`src/rtl/id_ex_stage_reg_if.sv`:
```
// ID/EX stage bundle: decoded ID fields, RF operands, writeback bypass,
// flush/hold controls in; registered EX fields, stall and stall count out.
// Ports (slave = stage register, master = ID side / environment):
//   id_*     decoded instruction and RegisterFile DATA1/DATA2
//   wb_*     same-cycle writeback used for operand bypass
//   flush    squash ID instruction; hold freezes the EX slot
//   ex_*     registered EX slot; stall_o, stall_count status
interface id_ex_stage_reg_if #(
    parameter int XLEN   = 32,
    parameter int CTRL_W = 16,
    parameter int CNT_W  = 16
);
    logic              id_valid;
    logic [XLEN-1:0]   id_pc;
    logic [4:0]        id_rs1;
    logic [4:0]        id_rs2;
    logic              id_uses_rs1;
    logic              id_uses_rs2;
    logic [4:0]        id_rd;
    logic [XLEN-1:0]   id_imm;
    logic [CTRL_W-1:0] id_ctrl;
    logic              id_mem_read;
    logic [XLEN-1:0]   id_rf_data1;
    logic [XLEN-1:0]   id_rf_data2;
    logic              wb_we;
    logic [4:0]        wb_rd;
    logic [XLEN-1:0]   wb_data;
    logic              flush;
    logic              hold;
    logic              ex_valid;
    logic [XLEN-1:0]   ex_pc;
    logic [XLEN-1:0]   ex_imm;
    logic [4:0]        ex_rs1;
    logic [4:0]        ex_rs2;
    logic [4:0]        ex_rd;
    logic [XLEN-1:0]   ex_op1;
    logic [XLEN-1:0]   ex_op2;
    logic [CTRL_W-1:0] ex_ctrl;
    logic              ex_mem_read;
    logic              stall_o;
    logic [CNT_W-1:0]  stall_count;

    modport master (
        output id_valid, id_pc, id_rs1, id_rs2, id_uses_rs1, id_uses_rs2,
        output id_rd, id_imm, id_ctrl, id_mem_read, id_rf_data1, id_rf_data2,
        output wb_we, wb_rd, wb_data, flush, hold,
        input  ex_valid, ex_pc, ex_imm, ex_rs1, ex_rs2, ex_rd,
        input  ex_op1, ex_op2, ex_ctrl, ex_mem_read, stall_o, stall_count
    );

    modport slave (
        input  id_valid, id_pc, id_rs1, id_rs2, id_uses_rs1, id_uses_rs2,
        input  id_rd, id_imm, id_ctrl, id_mem_read, id_rf_data1, id_rf_data2,
        input  wb_we, wb_rd, wb_data, flush, hold,
        output ex_valid, ex_pc, ex_imm, ex_rs1, ex_rs2, ex_rd,
        output ex_op1, ex_op2, ex_ctrl, ex_mem_read, stall_o, stall_count
    );
endinterface

```
`src/rtl/id_ex_stage_reg.sv`:
```
// ID/EX pipeline register with WB->operand bypass, load-use detection,
// bubble insertion and a saturating stall-cycle counter.
// Ports: CLK (rising edge), RESET (sync, active-high),
//   bus : id_ex_stage_reg_if.slave (ID/WB inputs, EX outputs, stall)
module id_ex_stage_reg #(
    parameter int XLEN   = 32,
    parameter int CTRL_W = 16,
    parameter int CNT_W  = 16
) (
    input logic              CLK,
    input logic              RESET,
    id_ex_stage_reg_if.slave bus
);
    typedef struct packed {
        logic              valid;
        logic [XLEN-1:0]   pc;
        logic [XLEN-1:0]   imm;
        logic [4:0]        rs1;
        logic [4:0]        rs2;
        logic [4:0]        rd;
        logic [XLEN-1:0]   op1;
        logic [XLEN-1:0]   op2;
        logic [CTRL_W-1:0] ctrl;
        logic              mem_read;
    } ex_t;

    ex_t              ex_q, ex_d;
    logic [CNT_W-1:0] cnt_q, cnt_d;
    logic             luh;
    logic             stall;
    logic [XLEN-1:0]  op1_d, op2_d;

    // Load in EX whose result the ID instruction needs; x0 never hazards.
    assign luh = ex_q.valid & ex_q.mem_read & (ex_q.rd != 5'd0) &
                 bus.id_valid &
                 ((bus.id_uses_rs1 & (bus.id_rs1 == ex_q.rd)) |
                  (bus.id_uses_rs2 & (bus.id_rs2 == ex_q.rd)));

    // Flush squashes the ID instruction, so nothing upstream must hold.
    assign stall = ~RESET & ~bus.flush & (bus.hold | luh);

    // Same-cycle writeback overrides the stale RF read.
    assign op1_d = (bus.wb_we && bus.wb_rd != 5'd0 && bus.wb_rd == bus.id_rs1)
                 ? bus.wb_data : bus.id_rf_data1;
    assign op2_d = (bus.wb_we && bus.wb_rd != 5'd0 && bus.wb_rd == bus.id_rs2)
                 ? bus.wb_data : bus.id_rf_data2;

    always_comb begin
        ex_d = '0;
        if (bus.flush) begin
            ex_d = '0;
        end else if (bus.hold) begin
            ex_d = ex_q;
        end else if (luh || !bus.id_valid) begin
            ex_d = '0;
        end else begin
            ex_d.valid    = 1'b1;
            ex_d.pc       = bus.id_pc;
            ex_d.imm      = bus.id_imm;
            ex_d.rs1      = bus.id_rs1;
            ex_d.rs2      = bus.id_rs2;
            ex_d.rd       = bus.id_rd;
            ex_d.op1      = op1_d;
            ex_d.op2      = op2_d;
            ex_d.ctrl     = bus.id_ctrl;
            ex_d.mem_read = bus.id_mem_read;
        end
    end

    // Saturate instead of wrapping so a long run never reads as short.
    always_comb begin
        cnt_d = cnt_q;
        if (stall && cnt_q != {CNT_W{1'b1}}) begin
            cnt_d = cnt_q + 1'b1;
        end
    end

    always_ff @(posedge CLK) begin
        if (RESET) begin
            ex_q  <= '0;
            cnt_q <= '0;
        end else begin
            ex_q  <= ex_d;
            cnt_q <= cnt_d;
        end
    end

    assign bus.ex_valid    = ex_q.valid;
    assign bus.ex_pc       = ex_q.pc;
    assign bus.ex_imm      = ex_q.imm;
    assign bus.ex_rs1      = ex_q.rs1;
    assign bus.ex_rs2      = ex_q.rs2;
    assign bus.ex_rd       = ex_q.rd;
    assign bus.ex_op1      = ex_q.op1;
    assign bus.ex_op2      = ex_q.op2;
    assign bus.ex_ctrl     = ex_q.ctrl;
    assign bus.ex_mem_read = ex_q.mem_read;
    assign bus.stall_o     = stall;
    assign bus.stall_count = cnt_q;
endmodule
```
`src/flat_wrapper.sv`:
```
// flat-port wrapper written by rule: the top's interface ports become plain ports
module id_ex_stage_reg_flat 
#(
    parameter int XLEN   = 32,
    parameter int CTRL_W = 16,
    parameter int CNT_W  = 16
)
  (CLK, RESET, bus_id_valid, bus_id_pc, bus_id_rs1, bus_id_rs2, bus_id_uses_rs1, bus_id_uses_rs2, bus_id_rd, bus_id_imm, bus_id_ctrl, bus_id_mem_read, bus_id_rf_data1, bus_id_rf_data2, bus_wb_we, bus_wb_rd, bus_wb_data, bus_flush, bus_hold, bus_ex_valid, bus_ex_pc, bus_ex_imm, bus_ex_rs1, bus_ex_rs2, bus_ex_rd, bus_ex_op1, bus_ex_op2, bus_ex_ctrl, bus_ex_mem_read, bus_stall_o, bus_stall_count);
  id_ex_stage_reg_if #(.XLEN(XLEN), .CTRL_W(CTRL_W), .CNT_W(CNT_W)) bus_i ();
  input logic CLK;
  input logic RESET;
  input wire logic [$bits(bus_i.id_valid)-1:0] bus_id_valid;
  input wire logic [$bits(bus_i.id_pc)-1:0] bus_id_pc;
  input wire logic [$bits(bus_i.id_rs1)-1:0] bus_id_rs1;
  input wire logic [$bits(bus_i.id_rs2)-1:0] bus_id_rs2;
  input wire logic [$bits(bus_i.id_uses_rs1)-1:0] bus_id_uses_rs1;
  input wire logic [$bits(bus_i.id_uses_rs2)-1:0] bus_id_uses_rs2;
  input wire logic [$bits(bus_i.id_rd)-1:0] bus_id_rd;
  input wire logic [$bits(bus_i.id_imm)-1:0] bus_id_imm;
  input wire logic [$bits(bus_i.id_ctrl)-1:0] bus_id_ctrl;
  input wire logic [$bits(bus_i.id_mem_read)-1:0] bus_id_mem_read;
  input wire logic [$bits(bus_i.id_rf_data1)-1:0] bus_id_rf_data1;
  input wire logic [$bits(bus_i.id_rf_data2)-1:0] bus_id_rf_data2;
  input wire logic [$bits(bus_i.wb_we)-1:0] bus_wb_we;
  input wire logic [$bits(bus_i.wb_rd)-1:0] bus_wb_rd;
  input wire logic [$bits(bus_i.wb_data)-1:0] bus_wb_data;
  input wire logic [$bits(bus_i.flush)-1:0] bus_flush;
  input wire logic [$bits(bus_i.hold)-1:0] bus_hold;
  output wire logic [$bits(bus_i.ex_valid)-1:0] bus_ex_valid;
  output wire logic [$bits(bus_i.ex_pc)-1:0] bus_ex_pc;
  output wire logic [$bits(bus_i.ex_imm)-1:0] bus_ex_imm;
  output wire logic [$bits(bus_i.ex_rs1)-1:0] bus_ex_rs1;
  output wire logic [$bits(bus_i.ex_rs2)-1:0] bus_ex_rs2;
  output wire logic [$bits(bus_i.ex_rd)-1:0] bus_ex_rd;
  output wire logic [$bits(bus_i.ex_op1)-1:0] bus_ex_op1;
  output wire logic [$bits(bus_i.ex_op2)-1:0] bus_ex_op2;
  output wire logic [$bits(bus_i.ex_ctrl)-1:0] bus_ex_ctrl;
  output wire logic [$bits(bus_i.ex_mem_read)-1:0] bus_ex_mem_read;
  output wire logic [$bits(bus_i.stall_o)-1:0] bus_stall_o;
  output wire logic [$bits(bus_i.stall_count)-1:0] bus_stall_count;
  assign bus_i.id_valid = bus_id_valid;
  assign bus_i.id_pc = bus_id_pc;
  assign bus_i.id_rs1 = bus_id_rs1;
  assign bus_i.id_rs2 = bus_id_rs2;
  assign bus_i.id_uses_rs1 = bus_id_uses_rs1;
  assign bus_i.id_uses_rs2 = bus_id_uses_rs2;
  assign bus_i.id_rd = bus_id_rd;
  assign bus_i.id_imm = bus_id_imm;
  assign bus_i.id_ctrl = bus_id_ctrl;
  assign bus_i.id_mem_read = bus_id_mem_read;
  assign bus_i.id_rf_data1 = bus_id_rf_data1;
  assign bus_i.id_rf_data2 = bus_id_rf_data2;
  assign bus_i.wb_we = bus_wb_we;
  assign bus_i.wb_rd = bus_wb_rd;
  assign bus_i.wb_data = bus_wb_data;
  assign bus_i.flush = bus_flush;
  assign bus_i.hold = bus_hold;
  assign bus_ex_valid = bus_i.ex_valid;
  assign bus_ex_pc = bus_i.ex_pc;
  assign bus_ex_imm = bus_i.ex_imm;
  assign bus_ex_rs1 = bus_i.ex_rs1;
  assign bus_ex_rs2 = bus_i.ex_rs2;
  assign bus_ex_rd = bus_i.ex_rd;
  assign bus_ex_op1 = bus_i.ex_op1;
  assign bus_ex_op2 = bus_i.ex_op2;
  assign bus_ex_ctrl = bus_i.ex_ctrl;
  assign bus_ex_mem_read = bus_i.ex_mem_read;
  assign bus_stall_o = bus_i.stall_o;
  assign bus_stall_count = bus_i.stall_count;
  id_ex_stage_reg #(.XLEN(XLEN), .CTRL_W(CTRL_W), .CNT_W(CNT_W)) u_core (.CLK(CLK), .RESET(RESET), .bus(bus_i));
endmodule
```
`config.mk`:
```
export PLATFORM = sky130hd
export DESIGN_NAME = id_ex_stage_reg_flat
export DESIGN_NICKNAME = d
export VERILOG_FILES = /design/src/rtl/id_ex_stage_reg_if.sv /design/src/rtl/id_ex_stage_reg.sv /design/src/flat_wrapper.sv
export SDC_FILE = /design/constraint.sdc
export NUM_CORES = 1
export LEC_CHECK = 0
export CAP_MARGIN = 20
export CORE_AREA = 3 3 149 151
export DETAILED_ROUTE_END_ITERATION = 7
export DIE_AREA = 0 0 152 154
export PLACE_DENSITY = 0.68
export SLEW_MARGIN = 40
export SYNTH_ARGS = -nofsm -noshare
export SYNTH_HDL_FRONTEND = slang
export SYNTH_SLANG_ARGS = --single-unit
export TNS_END_PERCENT = 1
```
`constraint.sdc`:
```
create_clock -name CLK -period 2.35 [get_ports CLK]
set_clock_uncertainty 0.15 [all_clocks]
set_input_delay 0.5875 -clock CLK [delete_from_list [all_inputs] [get_ports CLK]]
set_output_delay 0.5875 -clock CLK [all_outputs]
set_load 0.02 [all_outputs]
```
==> out/metrics.json <==
{
  "run_status": {
    "outcome": "finished, violations left",
    "violations": "setup timing"
  },
  "synth": {
    "yosysSeqAreaShare_pct": 53.3,
    "yosys-top-cells-area": "sky130_fd_sc_hd__dfxtp_1 (53%), sky130_fd_sc_hd__a22o_1 (13%), sky130_fd_sc_hd__mux2i_1 (9.8%)",
    "synthesis.area_per_instance_um2": 10.5,
    "yosys-mux-area-fraction_pct": 9.78,
    "register_bit_count_reported_by_yosys": 177,
    "post_synth_fa_ha_maj_area_fraction_pct": 0.188,
    "synth-compound-area-share_pct": 20.6,
    "synthesis.instances": 635,
    "synth_largest_type_area_fraction_pct": 53.3,
    "simple_gate_fraction_of_synth_area_pct": 9.91,
    "postSynthNetCount": 841,
    "yosysUniqueCellTypes": 36,
    "synth_top_family_by_area": "compound AO/OA/AOI/OAI gates",
    "xor_xnor_share_of_the_synthesized_area_pct": 2.76,
    "synthesis.area_um2": 6650,
    "synthesis.yosys.warnings": 0,
    "synth_top_area_cell": "sky130_fd_sc_hd__dfxtp_1"
  },
  "critical_path": {
    "worstSetupEndpointType": "output pin",
    "setup.worst_path.class": "in -> out",
    "type_of_origin_of_the_critical_path": "input pin",
    "worst_ep_arrival_time_ns": 1.80,
    "cp.required_ns": 1.61,
    "critical_path.max_fanout": 2
  },
  "die": {
    "rows": 53,
    "initial_utilization_pct": 31.8,
    "floorplan.die_area_um2": 23400,
    "die_w_um": 152,
    "design.core.area_um2": 21000,
    "die-height_um": 154,
    "io_pins": 383
  },
  "sta": {
    "grt_setup_unrepaired": "yes",
    "pnr_worst_setup_slack_ns": -0.190,
    "report.final.hold_viol_count": 0,
    "post-route-min-period_ns": 2.54,
    "fin_crit_sh_pct": 108,
    "max_clock_freq_ghz": 0.394,
    "holdWs_ns": 0.299,
    "timing.slew.headroom_pct": 74.9,
    "setup_viol": 1,
    "timing_worst_slew_pin_value_ns": 0.376,
    "finalMaxSlewViolations": 0
  },
  "route": {
    "drt_pre_antenna_iters": 4,
    "drt_wl_total_mm": 24.9,
    "drt_first_iter_violations": 386,
    "dr_total_vias": 6546,
    "remaining_drc_errors": 0,
    "drtAntennaViolNets": 0,
    "post_drt_via_cell_ratio": 4.82,
    "routed_wire_length_per_instance_um": 18.3
  },
  "clocking": {
    "worstSkewPairLatency_ns": 0.42,
    "cts_sinks": 177,
    "cts_made_buffers": 17,
    "cts_tree": "yes",
    "ctsRootBufferMaster": "sky130_fd_sc_hd__clkbuf_16",
    "cts_max_level": 4,
    "clock_path_buffers": 2,
    "cts.clk_slew.worst_paths_ns": 0.07
  },
  "cells_and_area": {
    "area_of_the_multi_input_gates_um2": 2970,
    "drive_above_1_share_pct": 12.8,
    "area_growth_from_synthesis_to_layout_pct": 81.3,
    "nNetsFinal": 1274,
    "layout.filler_cells": 1878,
    "final-seq-area_um2": 3560
  },
  "global_routing": {
    "grt_overflow": 0,
    "global_route_wire_length_before_repair_mm": 38.1,
    "grt_max_degree": 45,
    "number_of_antenna_violations_at_the_first_check_in_global_routing": 2,
    "first_global_vias": 6630,
    "gr-usage-all-layers_pct": 20.5
  },
  "placed_design": {
    "gp_routability_congestion": 0.911,
    "place.detailed.hpwl_mm": 19.3,
    "pre_cts_slack_ns": -1.02,
    "place.port_buffers": 382
  },
  "power_and_ir_drop": {
    "p_leak_nw": 4.42,
    "irDropWorstVdd_mv": 0.399,
    "pwr_density_cell_nw_per_um2": 556
  },
  "worst_hold_path": {
    "hp-class": "reg -> reg"
  },
  "flow_run": {
    "drv_cap": 0
  }
}
final timing paths:
path                                           startpoint                        end  slack, ns  depth (start not counted)
worst max-delay path                        bus_id_rs2[4]                bus_stall_o      -0.19                          7
worst min-delay path                u_core.bus.ex_op1[21]      u_core.bus.ex_op1[21]       0.30                          2
worst max register to register  u_core.bus.stall_count[0]  u_core.bus.stall_count[7]       0.19                          7
worst min register to register      u_core.bus.ex_op1[21]      u_core.bus.ex_op1[21]       0.30                          2
flip-flops by register name (all words and copies together) (netlist names):
register,count
u_core.bus.ex_imm,32
u_core.bus.ex_pc,32
u_core.bus.ex_rs2,5
u_core.bus.stall_count,16
u_core.bus.ex_rd,5
u_core.bus.ex_op2,32
u_core.bus.ex_mem_read,1
u_core.bus.ex_op1,32
u_core.bus.ex_ctrl,16
u_core.bus.ex_valid,1
u_core.bus.ex_rs1,5
critical path, stage by stage:
cell and delay, ns:
sky130_fd_sc_hd__clkdlybuf4s15_1 0.22, sky130_fd_sc_hd__xnor2_2 0.17, sky130_fd_sc_hd__nand4_1 0.19, sky130_fd_sc_hd__o22ai_4 0.24
sky130_fd_sc_hd__a21oi_2 0.11, sky130_fd_sc_hd__nor3_2 0.13, sky130_fd_sc_hd__buf_4 0.17
layer usage:
| metal | share of wire [%] | GRT usage [%] | vias up |
|---|---|---|---|
| met4 | 3.0 | 8.18 | 0 |
| met5 | 0 | 0 | - |
| met3 | 7.0 | 6.73 | 40 |
| met2 | 50 | 35.6 | 274 |
| met1 | 40 | 23.3 | 3037 |
| li1 | - | - | 3195 |
area by class of cell:
class | count | share of cell area (%)
Antenna cell | 2 | 0.0415
Clock buffer | 19 | 3.59
Clock inverter | 13 | 0.996
Inverter | 2 | 0.0622
Multi-Input combinational cell | 412 | 24.6
Sequential cell | 177 | 29.5
Tap cell | 275 | 2.85
Timing Repair Buffer | 458 | 38.3
cell usage after synthesis (all sizes together):
master and number:
xnor2 16, clkbuf 24, or3 8, mux2i 65
and3 3, o31ai 5, nor2 6, ha 1
nor3 6, and4 5, or2 1, a22o 96
inv 2, nand4 5, nand2 76, nand3 10
nor2b 2, xor2 5, a21oi 15, nor4 2
dfxtp 177, o22ai 1, buf 20, a31oi 2
a41oi 1, and2 1, or4 6, o21ai 74
through the flow:
stage / cell area, um2 / power, mW / TNS (ns) / std cells / utilization [%]
3_3_place_gp: 11400 / 4.03 / -84.84 / 1323 / 54.3
2_1_floorplan: 6660 / 3.42 / 0 / 635 / -
5_1_grt: 12100 / 6.97 / -0.865 / 1358 / 57.6
4_1_cts: 12000 / 6.79 / -0.288 / 1356 / 57.3
3_5_place_dp: 11400 / 4.04 / -81.90 / 1323 / 54.3
6_report: 12100 / 6.70 / -0.190 / 1358 / 57.6
where the power goes:
| group | leakage [nW] | switching, mW | internal [mW] | total, mW |
|---|---|---|---|---|
| clock | 0.263 | 1.33 | 1.40 | 2.73 |
| combinational | 2.72 | 0.343 | 0.542 | 0.885 |
| sequential | 1.44 | 0.0320 | 3.05 | 3.09 |
placed cells by master, fill, tap and decap left out, types with 5 or more instances in the layout:
| cell | instances |
|---|---|
| sky130_fd_sc_hd__xor2_1 | 5 |
| sky130_fd_sc_hd__buf_4 | 57 |
| sky130_fd_sc_hd__or4_1 | 5 |
| sky130_fd_sc_hd__xnor2_1 | 11 |
| sky130_fd_sc_hd__o31ai_1 | 5 |
| sky130_fd_sc_hd__or3_1 | 8 |
| sky130_fd_sc_hd__clkdlybuf4s50_1 | 366 |
| sky130_fd_sc_hd__nand4_1 | 5 |
| sky130_fd_sc_hd__o21ai_1 | 28 |
| sky130_fd_sc_hd__dfxtp_1 | 172 |
| sky130_fd_sc_hd__nor2_1 | 6 |
| sky130_fd_sc_hd__nand2_1 | 76 |
| sky130_fd_sc_hd__buf_12 | 17 |
| sky130_fd_sc_hd__o21ai_0 | 45 |
| sky130_fd_sc_hd__a22o_1 | 96 |
| sky130_fd_sc_hd__clkbuf_16 | 17 |
| sky130_fd_sc_hd__xnor2_2 | 5 |
| sky130_fd_sc_hd__a21oi_1 | 12 |
| sky130_fd_sc_hd__dlygate4sd2_1 | 6 |
| sky130_fd_sc_hd__nand3_1 | 9 |
| sky130_fd_sc_hd__mux2i_1 | 64 |
timing repair:
item | in CTS | in global routing
setup endpoints to repair | 106 | 52
buffers inserted | 1 | 0
gates cloned | 0 | 0
pin swaps | 13 | 10
hold buffers | 0 | 0
gates resized for setup | 40 | 13
logic make-up (layout without fill, tap and decap cells):
group	count (synthesis)	count (layout)
AOI/OAI and AO/OA	194	194
xor gates and xnor gates	21	21
other	0	2
DFF	177	177
and+or+nand+nor	131	131
muxes	65	65
adders and majority gates	1	1
buffers and inverters	46	492
No activity file was read; power rests on OpenSTA's default activity.
